## config.mk

```make
export PLATFORM = sky130hd
export DESIGN_NAME = uart_rx_fifo
export DESIGN_NICKNAME = d
export VERILOG_FILES = /design/src/rtl/uart_rx_fifo.sv
export SDC_FILE = /design/constraint.sdc
export NUM_CORES = 1
export LEC_CHECK = 0
export CAP_MARGIN = 20
export CORE_ASPECT_RATIO = 0.8
export CORE_UTILIZATION = 44
export CTS_BUF_LIST = sky130_fd_sc_hd__clkbuf_8 sky130_fd_sc_hd__clkbuf_16
export DETAILED_ROUTE_END_ITERATION = 12
export GPL_ROUTABILITY_DRIVEN = 0
export PLACE_DENSITY_LB_ADDON = 0.12
export REMOVE_ABC_BUFFERS = 1
export SYNTH_ARGS = -nofsm -noshare
export SYNTH_HDL_FRONTEND = slang
export SYNTH_SLANG_ARGS = --single-unit
export TNS_END_PERCENT = 1
```

## constraint.sdc

```tcl
create_clock -name CLK -period 7.64 [get_ports CLK]
set_input_delay 1.528 -clock CLK [delete_from_list [all_inputs] [get_ports CLK]]
set_output_delay 1.528 -clock CLK [all_outputs]
set_load 0.005 [all_outputs]
```

## src/rtl/uart_rx_fifo.sv

```systemverilog
// uart_rx_fifo: receive-side buffer between a USART receiver and a slower consumer.
// It captures each byte on the rising edge of Data_Ready, acknowledges the receiver
// with a one-cycle CLR_Rec pulse, and queues {parity_err, Data_Rx} in a
// 2**ADDR_W-entry FIFO that the consumer pops with Rd_En.
//
// Ports:
//   CLK, CLR          clock; synchronous active-high reset
//   Data_Rx, Data_Ready, parity_err   receiver byte, level flag and parity flag
//   CLR_Rec           one-cycle acknowledge back to the receiver
//   Rd_En             pop request; Rd_Data/Rd_Perr/Rd_Valid follow one cycle later
//   Empty, Full, Count  occupancy status
//   Ovf_Clr, Overflow   sticky overflow flag and its clear
//   Perr_Cnt          count of bytes dropped for bad parity (option only)
//
// Option macro UART_RX_PERR_DROP_EN: bytes with parity_err=1 are discarded
// (still acknowledged), counted in Perr_Cnt (saturating at 255), and Rd_Perr is 0.
module uart_rx_fifo #(
  parameter int unsigned DATA_W = 8,
  parameter int unsigned ADDR_W = 4
) (
  input  logic              CLK,
  input  logic              CLR,
  input  logic [DATA_W-1:0] Data_Rx,
  input  logic              Data_Ready,
  input  logic              parity_err,
  output logic              CLR_Rec,
  input  logic              Rd_En,
  output logic [DATA_W-1:0] Rd_Data,
  output logic              Rd_Perr,
  output logic              Rd_Valid,
  output logic              Empty,
  output logic              Full,
  output logic [ADDR_W:0]   Count,
  input  logic              Ovf_Clr,
  output logic              Overflow
`ifdef UART_RX_PERR_DROP_EN
  ,
  output logic [7:0]        Perr_Cnt
`endif
);

  localparam int unsigned DEPTH = 2 ** ADDR_W;
  localparam int unsigned CW    = ADDR_W + 1;
`ifdef UART_RX_PERR_DROP_EN
  localparam int unsigned MW    = DATA_W;
`else
  localparam int unsigned MW    = DATA_W + 1;
`endif

  logic [MW-1:0]     mem_q [DEPTH];

  logic              dr_q, dr_d;
  logic [ADDR_W-1:0] wr_ptr_q, wr_ptr_d;
  logic [ADDR_W-1:0] rd_ptr_q, rd_ptr_d;
  logic [CW-1:0]     count_q, count_d;
  logic              full_q, full_d;
  logic              empty_q, empty_d;
  logic              clr_rec_q, clr_rec_d;
  logic              rd_valid_q, rd_valid_d;
  logic [DATA_W-1:0] rd_data_q, rd_data_d;
  logic              ovf_q, ovf_d;
`ifdef UART_RX_PERR_DROP_EN
  logic [7:0]        perr_cnt_q, perr_cnt_d;
`else
  logic              rd_perr_q, rd_perr_d;
`endif

  logic              cap_c, store_c, rd_acc_c, wr_acc_c, ovf_set_c;
  logic [MW-1:0]     wr_word_c, rd_word_c;

  // Next-state logic for capture, pointers, occupancy and read port.
  always_comb begin
    dr_d       = Data_Ready;
    wr_ptr_d   = wr_ptr_q;
    rd_ptr_d   = rd_ptr_q;
    rd_data_d  = rd_data_q;
`ifdef UART_RX_PERR_DROP_EN
    perr_cnt_d = perr_cnt_q;
`else
    rd_perr_d  = rd_perr_q;
`endif

    // Only the rising edge of the level flag is a new byte.
    cap_c     = Data_Ready & ~dr_q;
`ifdef UART_RX_PERR_DROP_EN
    store_c   = cap_c & ~parity_err;
    wr_word_c = Data_Rx;
`else
    store_c   = cap_c;
    wr_word_c = {parity_err, Data_Rx};
`endif
    rd_acc_c  = Rd_En & ~empty_q;
    // A same-cycle pop frees a slot, so a write at Full is still accepted.
    wr_acc_c  = store_c & (~full_q | rd_acc_c);
    ovf_set_c = store_c & full_q & ~rd_acc_c;
    rd_word_c = mem_q[rd_ptr_q];

    clr_rec_d  = cap_c;
    rd_valid_d = rd_acc_c;

    if (rd_acc_c) begin
      rd_data_d = rd_word_c[DATA_W-1:0];
`ifndef UART_RX_PERR_DROP_EN
      rd_perr_d = rd_word_c[DATA_W];
`endif
      rd_ptr_d  = rd_ptr_q + ADDR_W'(1);
    end
    if (wr_acc_c) begin
      wr_ptr_d = wr_ptr_q + ADDR_W'(1);
    end

    count_d = count_q + CW'(wr_acc_c) - CW'(rd_acc_c);
    full_d  = (count_d == CW'(DEPTH));
    empty_d = (count_d == '0);

    // Set takes priority over clear.
    ovf_d = ovf_set_c | (ovf_q & ~Ovf_Clr);

`ifdef UART_RX_PERR_DROP_EN
    if (cap_c && parity_err && (perr_cnt_q != 8'hFF)) begin
      perr_cnt_d = perr_cnt_q + 8'd1;
    end
`endif
  end

  // State registers.
  always_ff @(posedge CLK) begin
    if (CLR) begin
      dr_q       <= 1'b0;
      wr_ptr_q   <= '0;
      rd_ptr_q   <= '0;
      count_q    <= '0;
      full_q     <= 1'b0;
      empty_q    <= 1'b1;
      clr_rec_q  <= 1'b0;
      rd_valid_q <= 1'b0;
      rd_data_q  <= '0;
      ovf_q      <= 1'b0;
`ifdef UART_RX_PERR_DROP_EN
      perr_cnt_q <= '0;
`else
      rd_perr_q  <= 1'b0;
`endif
    end else begin
      dr_q       <= dr_d;
      wr_ptr_q   <= wr_ptr_d;
      rd_ptr_q   <= rd_ptr_d;
      count_q    <= count_d;
      full_q     <= full_d;
      empty_q    <= empty_d;
      clr_rec_q  <= clr_rec_d;
      rd_valid_q <= rd_valid_d;
      rd_data_q  <= rd_data_d;
      ovf_q      <= ovf_d;
`ifdef UART_RX_PERR_DROP_EN
      perr_cnt_q <= perr_cnt_d;
`else
      rd_perr_q  <= rd_perr_d;
`endif
    end
  end

  // Storage array; contents are not reset, pointers define validity.
  always_ff @(posedge CLK) begin
    if (!CLR && wr_acc_c) begin
      mem_q[wr_ptr_q] <= wr_word_c;
    end
  end

  assign CLR_Rec  = clr_rec_q;
  assign Rd_Data  = rd_data_q;
  assign Rd_Valid = rd_valid_q;
  assign Empty    = empty_q;
  assign Full     = full_q;
  assign Count    = count_q;
  assign Overflow = ovf_q;
`ifdef UART_RX_PERR_DROP_EN
  assign Rd_Perr  = 1'b0;
  assign Perr_Cnt = perr_cnt_q;
`else
  assign Rd_Perr  = rd_perr_q;
`endif

endmodule

```

# == Word level (Yosys, flattened, before mapping) ==
# Memories as Yosys holds them, arrays and structs flattened. A register that Yosys moved wholly into a read port is not among the register bits.
# Cells that the tools add are included.
# totals
regBits,19
ramBits,144
in_bits,14
output_inout_bits,19
elab_cells,33
memories,1
# mem_list
memory,depth,word_bits,read_ports,rd_clocked_by_memory_dff,write_ports,line_no,text
mem_q,16,9,1,1,1,50,logic [MW-1:0] mem_q [DEPTH];
# op_classes
addsub,4
n_eq_ne,1
mux,2
bitwise_logic,13
n_reduce_logical,3
# op_table
operator,n
"adder 4 x 1 -> 4 bit, second input constant",2
AND 1 bit,6
adder 5 x 1 -> 5 bit,1
"equality test 5 bit, second input constant",1
zero test 5 bit,1
NOT 1 bit,5
subtractor 5 x 1 -> 5 bit,1
2-to-1 mux 1 bit,2
OR 1 bit,2
logical AND 1 bit,1
zero test 1 bit,1

# == Logic depth before layout (Yosys ltp) ==
# Gate-level depths: netlist of run 1.
# depth
depth_word,7
depth_mapped,13
depth_no_buf,12

# == Worst setup path after synthesis of run 1 ==
# No wires, ideal clock.
# synth_timing
path_type,input -> register
startpoint,in Rd_En
endpoint,reg full_q (netlist: Full)
setup_time_ns,0.103
arrival_time_ns,3.859
required_ns,7.537
slack_ns,3.678
stages,12
n_path_buf,1
cell_sequence,nand2b_1 -> buf_4 -> a21oi_1 -> inv_1 -> ha_1 -> inv_1 -> ha_1 -> inv_1 -> fa_1 -> xnor2_1 -> or3b_2 -> a2111oi_2
# synth_via
elab_chain_cells,6
# synth_rtl
element,line_no,text
start: declaration,27,"input logic Rd_En,"
AND 1 bit (*),92,rd_acc_c = Rd_En & ~empty_q;
OR 1 bit,94,wr_acc_c = store_c & (~full_q | rd_acc_c);
AND 1 bit,94,
adder 5 x 1 -> 5 bit,112,count_d = count_q + CW'(wr_acc_c) - CW'(rd_acc_c);
subtractor 5 x 1 -> 5 bit (*),112,
equality test 5 bit (*),113,full_d = (count_d == CW'(DEPTH));
end signal: assignment,149,full_q <= full_d;
end: declaration,56,"logic full_q, full_d;"
# Mark *: on every way between the ends. The rest lies on a longest branch, timed or not.
# A chain may end at the register's enable or synchronous reset.

# == Final worst setup path of run 1 ==
# Same ends and word-level chain as after synthesis.

==> key figures, run 1 <==
Critical path
  – Max FO, Critical Path: 10
  – Crit end category: flip-flop
  – Worst Setup Start Kind: input port
  – Reg2reg setup slack: 4.46 ns
  – WP data required: 7.96 ns
  – Setup Crit Path Kind: input port to flip-flop
  – Arr. time, crit path: 4.59 ns

Floorplanning
  – Die area: 16,020 um2
  – Starting Density: 45.31%
  – Die H: 113.4 um
  – IO Count: 33
  – Floorplan Core Area: 15,060 um2
  – Chip width: 141.3 um
  – Num rows: 40

CTS
  – Clock-pin slew on the worst setup and hold paths: 0.06 ns
  – CTS Buf Count: 17
  – CTS Sinks: 172
  – Clock tree buffer depth: 2
  – CTS tree: done
  – Root Buffer: clkbuf_16
  – Worst-Skew Late Latency: 0.43 ns
  – Post-CTS setup buffer count: 0
  – Hold buffers post-CTS: 0
  – CTS resizes: 0
  – H-tree Lvls: 4

Global routing
  – First-pass GRT wire length: 21.40 mm
  – Largest net degree at the start of global routing: 60
  – Gr ovfl total: 0
  – Via count of the first global-routing pass: 3,625
  – Antenna violations before repair: 0
  – Global Route Usage Sum: 18.88%

Timing
  – Fin crit period: 4.270 ns
  – Max_slew headroom: 25.67%
  – Max Transition Viols Final: 0
  – Worst Max-Slew Pin Slew: 1.110 ns
  – Fmax: 234.2 MHz
  – # setup viols final: 0
  – Final worst path period share: 55.89%
  – RSZ-0062 raised after global routing: false
  – Setup TNS: 0 ns
  – Final Hold Vio Count: 0
  – Worst Skew: 0.008392 ns

Routing
  – Avg WL per Cell: 19.59 um
  – Final ANT Viol Nets: 0
  – Vias: 3,652
  – Final routed DRC violation total: 0
  – Detailed Route WL: 13.62 mm
  – Vias per cell: 5.255
  – TritonRoute pass-1 iters: 5
  – Initial drt markers: 228

Place
  – Number of port buffers: 32
  – DP Wirelength: 8.431 mm
  – Post-Place Cells: 662

Finish
  – Finished Layout Cells: 695
  – Share of cells above drive strength 1: 10.52%
  – Fill cells: 1,237
  – ANT cells: 0
  – Area of the multi-input gates: 1792 um2
  – Register area: 4888 um2
  – NumNets Final: 497
  – Synth-to-layout area growth: 16.68%

Yosys
  – Top cells by count, synth: edfxtp_1, mux2i_1, a22oi_1
  – Synth top area cells: edfxtp_1, mux2i_1, dfxtp_1
  – Post-synthesis sequential area ratio: 71.57%
  – Number of flops mapped to enable cells by yosys: 144
  – Syn avg cell area: 15.62 um2
  – Synth Instances: 437
  – Most common cell in the netlist: edfxtp_1
  – Async SR Flop Fraction: 0%
  – Top-area cell type share of the netlist area: 63.35%
  – Unique cell type count in the Yosys netlist: 38
  – Yosys warnings: 0
  – Synth Register Bits: 172
  – Most common flop cell mapped by yosys: edfxtp_1
  – Post-Syn Area: 6825 um2
  – Post-synth top area cell: edfxtp_1

Run
  – Total of max-cap violations: 0

Hold path
  – Worst Hold Class: flip-flop to flip-flop

Power and ir drop
  – Pwr/cell area: 288.3 nW/um2
  – Leakage: 0.002483 uW
  – Maximum VDD drop: 228.7 uV

Run status
  – Outcome: complete, no violations
## routing by layer
metal	wire length, um	vias to the layer above	track usage [%]
met2	5970	72	27.03
met5	0	-	0
met4	210	0	8.696
met1	6877	1828	27.83
met3	560	14	3.694
li1	-	1738	-
## logic make-up (layout without fill, tap and decap cells)
group,after synthesis,count (layout),synth area share [%]
AOI/OAI and AO/OA,46,46,5.151
xor gates and xnor gates,10,10,1.283
adders and majority gates,11,11,2.127
buffers and inverters,34,82,2.255
DFF,172,172,71.57
muxes,71,71,10.98
and+or+nand+nor,93,93,6.636
## sequential cells by signal, indices dropped and copies added, names as in the netlist
| name | cells |
|---|---|
| CLR_Rec | 1 |
| Count | 5 |
| Empty | 1 |
| Full | 1 |
| Overflow | 1 |
| Rd_Data | 8 |
| Rd_Perr | 1 |
| Rd_Valid | 1 |
| dr_q | 1 |
| mem_q | 144 |
| rd_ptr_q | 4 |
| wr_ptr_q | 4 |
## critical path, cell delays in order
cell             delay (ns)
clkdlybuf4s50_1        0.45
nand2b_1               0.24
a21oi_1                0.38
inv_1                  0.08
ha_1                   0.28
inv_1                  0.06
ha_1                   0.16
inv_1                  0.05
fa_1                   0.40
xnor2_1                0.17
or3b_2                 0.46
a2111oi_2              0.32
## report_power, final
part           leakage [uW]  switching [uW]  internal, uW  total (uW)
combinational      0.000657             172           156         328
sequential          0.00153            31.2          1050        1080
clock              0.000299             344           540         884
## cell type report
cell class | instances | area share, %
sequential | 172 | 61.38
multi-input combinational | 231 | 22.50
clock buffer | 17 | 5.342
timing repair buffer | 39 | 4.729
tap | 210 | 3.299
clock inverter | 15 | 2.231
inverter | 11 | 0.5185
## through the flow
stage               setup slack, ns  power [uW]  utilization, %  hold slack [ns]  cell area, um2
floorplan                     3.640        1295               -           0.4500            6713
global placement              2.997        1426           48.79           0.4581            7350
detailed placement            2.905        1432           48.79           0.4554            7350
CTS                           3.378        2311           52.79           0.4706            7953
global route                  3.230        2388           52.87           0.5057            7964
finish                        3.370        2296           52.87           0.4652            7964
## layout by cell type, fill, tap and decap left out, types with 10 or more instances in the layout
cell / netlist / final
a22oi_1: 32 / 32
clkbuf_16: 0 / 17
clkdlybuf4s50_1: 0 / 32
dfxtp_1: 28 / 27
edfxtp_1: 144 / 144
ha_1: 10 / 10
inv_1: 10 / 10
mux2i_1: 67 / 67
nand2_1: 20 / 20
nand3_1: 25 / 25
nor2_1: 25 / 25
## path summary, 6_finish.rpt
kind	end	from	cells after the start
setup reg to reg	Full$_SDFF_PP0_	Empty$_SDFF_PP1_	10
hold reg to reg	Rd_Data[2]$_SDFFE_PP0P_	Rd_Data[2]$_SDFFE_PP0P_	2
setup / recovery	Full$_SDFF_PP0_	Rd_En	12
hold / removal	Rd_Data[2]$_SDFFE_PP0P_	Rd_Data[2]$_SDFFE_PP0P_	2
Note: power is estimated with default switching activity, not from simulation.
==> run 2: changes to the inputs <==
clock period = 4.3 ns   (was 7.64 ns; I/O delays follow)
==> run 2 against run 1 <==
  * Largest power group unchanged
  * Clock skew is essentially flat
  * Combinational power increased by 78%
  * Critical path type unchanged
  * Design area is 1.1% higher
  * Final cell count rose by 1.3%
==> key figures, run 2 (synthesis gave the netlist of run 1 again) <==
Floorplanning
  – Die area: 16,020 um2 (unchanged)
  – Floorplan Core Area: 15,060 um2 (unchanged)
  – Starting Density: 45.31% (unchanged)
  – Die H: 113.4 um (unchanged)
  – Chip width: 141.3 um (unchanged)
  – Num rows: 40 (unchanged)
  – IO Count: 33 (unchanged)

Global routing
  – Via count of the first global-routing pass: 3,616 (-0.25%)
  – Largest net degree at the start of global routing: 57 (-5.0%)
  – Global Route Usage Sum: 18.53% (-0.35 points)
  – Gr ovfl total: 0 (unchanged)
  – First-pass GRT wire length: 21.20 mm (-0.97%)
  – Antenna violations before repair: 0 (unchanged)

Power and ir drop
  – Maximum VDD drop: 412.3 uV (+80%)
  – Power share of the clock group: 39.2% (+0.7 points)
  – Leakage: 0.002549 uW (+2.7%)
  – Sw Share: 23.26% (-0.57 points)
  – Sw power: 961.2 uW (+76%)
  – Total chip power: 4133 uW (+80%)
  – Pwr/cell area: 513.1 nW/um2 (+78%)
  – Pint: 3172 uW (+81%)
  – Logic pwr share: 14.1% (-0.2 points)
  – Sequential power share: 46.7% (-0.5 points)

CTS
  – Post-CTS setup buffer count: 0 (unchanged)
  – CTS Buf Count: 17 (unchanged)
  – Root Buffer: clkbuf_16
  – CTS resizes: 0 (unchanged)
  – CTS Sinks: 172 (unchanged)
  – Worst-Skew Late Latency: 0.42 ns (about the same)
  – CTS tree: done
  – Clock tree buffer depth: 2 (unchanged)
  – Clock-pin slew on the worst setup and hold paths: 0.06 ns (about the same)
  – H-tree Lvls: 4 (unchanged)
  – Hold buffers post-CTS: 0 (unchanged)

Routing
  – Avg WL per Cell: 19.47 um (-0.65%)
  – TritonRoute pass-1 iters: 4 (-1)
  – Vias per cell: 5.216 (-0.74%)
  – Final ANT Viol Nets: 0 (unchanged)
  – Vias: 3,672 (+0.55%)
  – Detailed Route WL: 13.70 mm (+0.63%)
  – Final routed DRC violation total: 0 (unchanged)
  – Initial drt markers: 249 (+9.2%)

Critical path
  – Reg2reg setup slack: 1.35 ns (-3.11 ns)
  – Arr. time, crit path: 3.78 ns (-0.81 ns)
  – Max FO, Critical Path: 5 (-5)
  – Crit end category: flip-flop
  – Setup Crit Path Kind: input port to flip-flop
  – WP data required: 4.61 ns (-3.35 ns)
  – Worst Setup Start Kind: input port

Finish
  – Top reg by flops: mem_q
  – Commonest non-fill, non-tap cell in the layout: edfxtp_1
  – Fill cells: 1,240 (+0.24%)
  – Synth-to-layout area growth: 18.00%
  – Max FFs per register: 144 (unchanged)
  – NumNets Final: 506 (+1.8%)
  – Commonest cells after routing, fill and taps aside: edfxtp_1, mux2i_1, a22oi_1, clkdlybuf4s50_1, dfxtp_1
  – Share of cells above drive strength 1: 12.35% (+1.8 points)
  – ANT cells: 0 (unchanged)

Timing
  – Final Hold Vio Count: 0 (unchanged)
  – Worst Max-Slew Pin Slew: 1.021 ns (-0.08849 ns)
  – Worst Skew: 0.008584 ns (+0.0001929 ns)
  – Fmax: 288.6 MHz
  – RSZ-0062 raised after global routing: false
  – Fin crit period: 3.465 ns
  – # setup viols final: 0 (unchanged)
  – Max_slew headroom: 31.90% (+6.2 points)
  – Final worst path period share: 80.58%
  – Setup TNS: 0 ns (unchanged)
  – Max Transition Viols Final: 0 (unchanged)

Run status
  – Outcome: complete, no violations

Place
  – DP Wirelength: 8.535 mm (+1.2%)
  – Number of port buffers: 32 (unchanged)

Run
  – Total of max-cap violations: 0 (unchanged)

Hold path
  – Worst Hold Class: flip-flop to flip-flop
[run 2: cell count changes in the layout (fill, tap and decap cells not counted), sizes merged]
| cell | previous run | this run |
|---|---|---|
| buf | 7 | 16 |
| bufinv | 4 | 5 |
| clkinv | 10 | 7 |
| inv | 11 | 13 |
[run 2: through the flow]
step                      utilization, %  cell area (um2)  worst slack [ns]  hold slack (ns)  cells
after global placement             49.29             7425            0.4930           0.4584    672
after detailed placement           49.29             7425            0.3970           0.4601    672
after global routing               53.46             8054            0.6666           0.4907    704
final                              53.46             8054            0.8350           0.4686    704
after floorplan                        -             6713            0.9115           0.4500    414
after CTS                          53.46             8054            0.8249           0.4723    704
[run 2: power groups by stage]
stage,combinational (uW),sequential [uW],clock (uW)
3_5_place_dp,583,1970,0
2_1_floorplan,348,1950,0
3_3_place_gp,571,1960,0
4_1_cts,589,1930,1650
6_report,585,1930,1620
5_1_grt,644,1940,1710
[run 2: path summary, 6_finish.rpt]
| kind | startpoint | cells after the start | endpoint |
|---|---|---|---|
| max | Data_Ready | 12 | Full$_SDFF_PP0_ |
| min reg2reg | Rd_Data[5]$_SDFFE_PP0P_ | 2 | Rd_Data[5]$_SDFFE_PP0P_ |
| min | Rd_Data[5]$_SDFFE_PP0P_ | 2 | Rd_Data[5]$_SDFFE_PP0P_ |
| max reg2reg | Empty$_SDFF_PP1_ | 11 | Full$_SDFF_PP0_ |
[run 2: final cells by class]
cell class              count  area [um2]  share of cell area (%)
inverters                  11       41.29                  0.5127
clock buffers              17       425.4                   5.282
multi-input cells         231        1792                   22.25
repair buffers             48       440.4                   5.468
flip-flops and latches    172        4888                   60.70
clock inverters            15       203.9                   2.532
well taps                 210       262.8                   3.262
[run 2: critical path, stage by stage]
cell             delay, ns
clkdlybuf4s50_1       0.47
nand2b_1              0.14
a21oi_1               0.31
inv_1                 0.08
ha_1                  0.27
inv_1                 0.06
ha_1                  0.15
inv_1                 0.05
fa_1                  0.39
xnor2_1               0.17
or3b_2                0.47
a2111oi_2             0.36
[run 2: layer usage]
layer / track usage (%) / share of wire [%] / vias up
met4: 5.435 / 0.71 / 0
met5: 0 / 0 / -
li1: - / - / 1751
met3: 4.954 / 5.7 / 5
met1: 27.41 / 50 / 1833
met2: 26.80 / 44 / 83
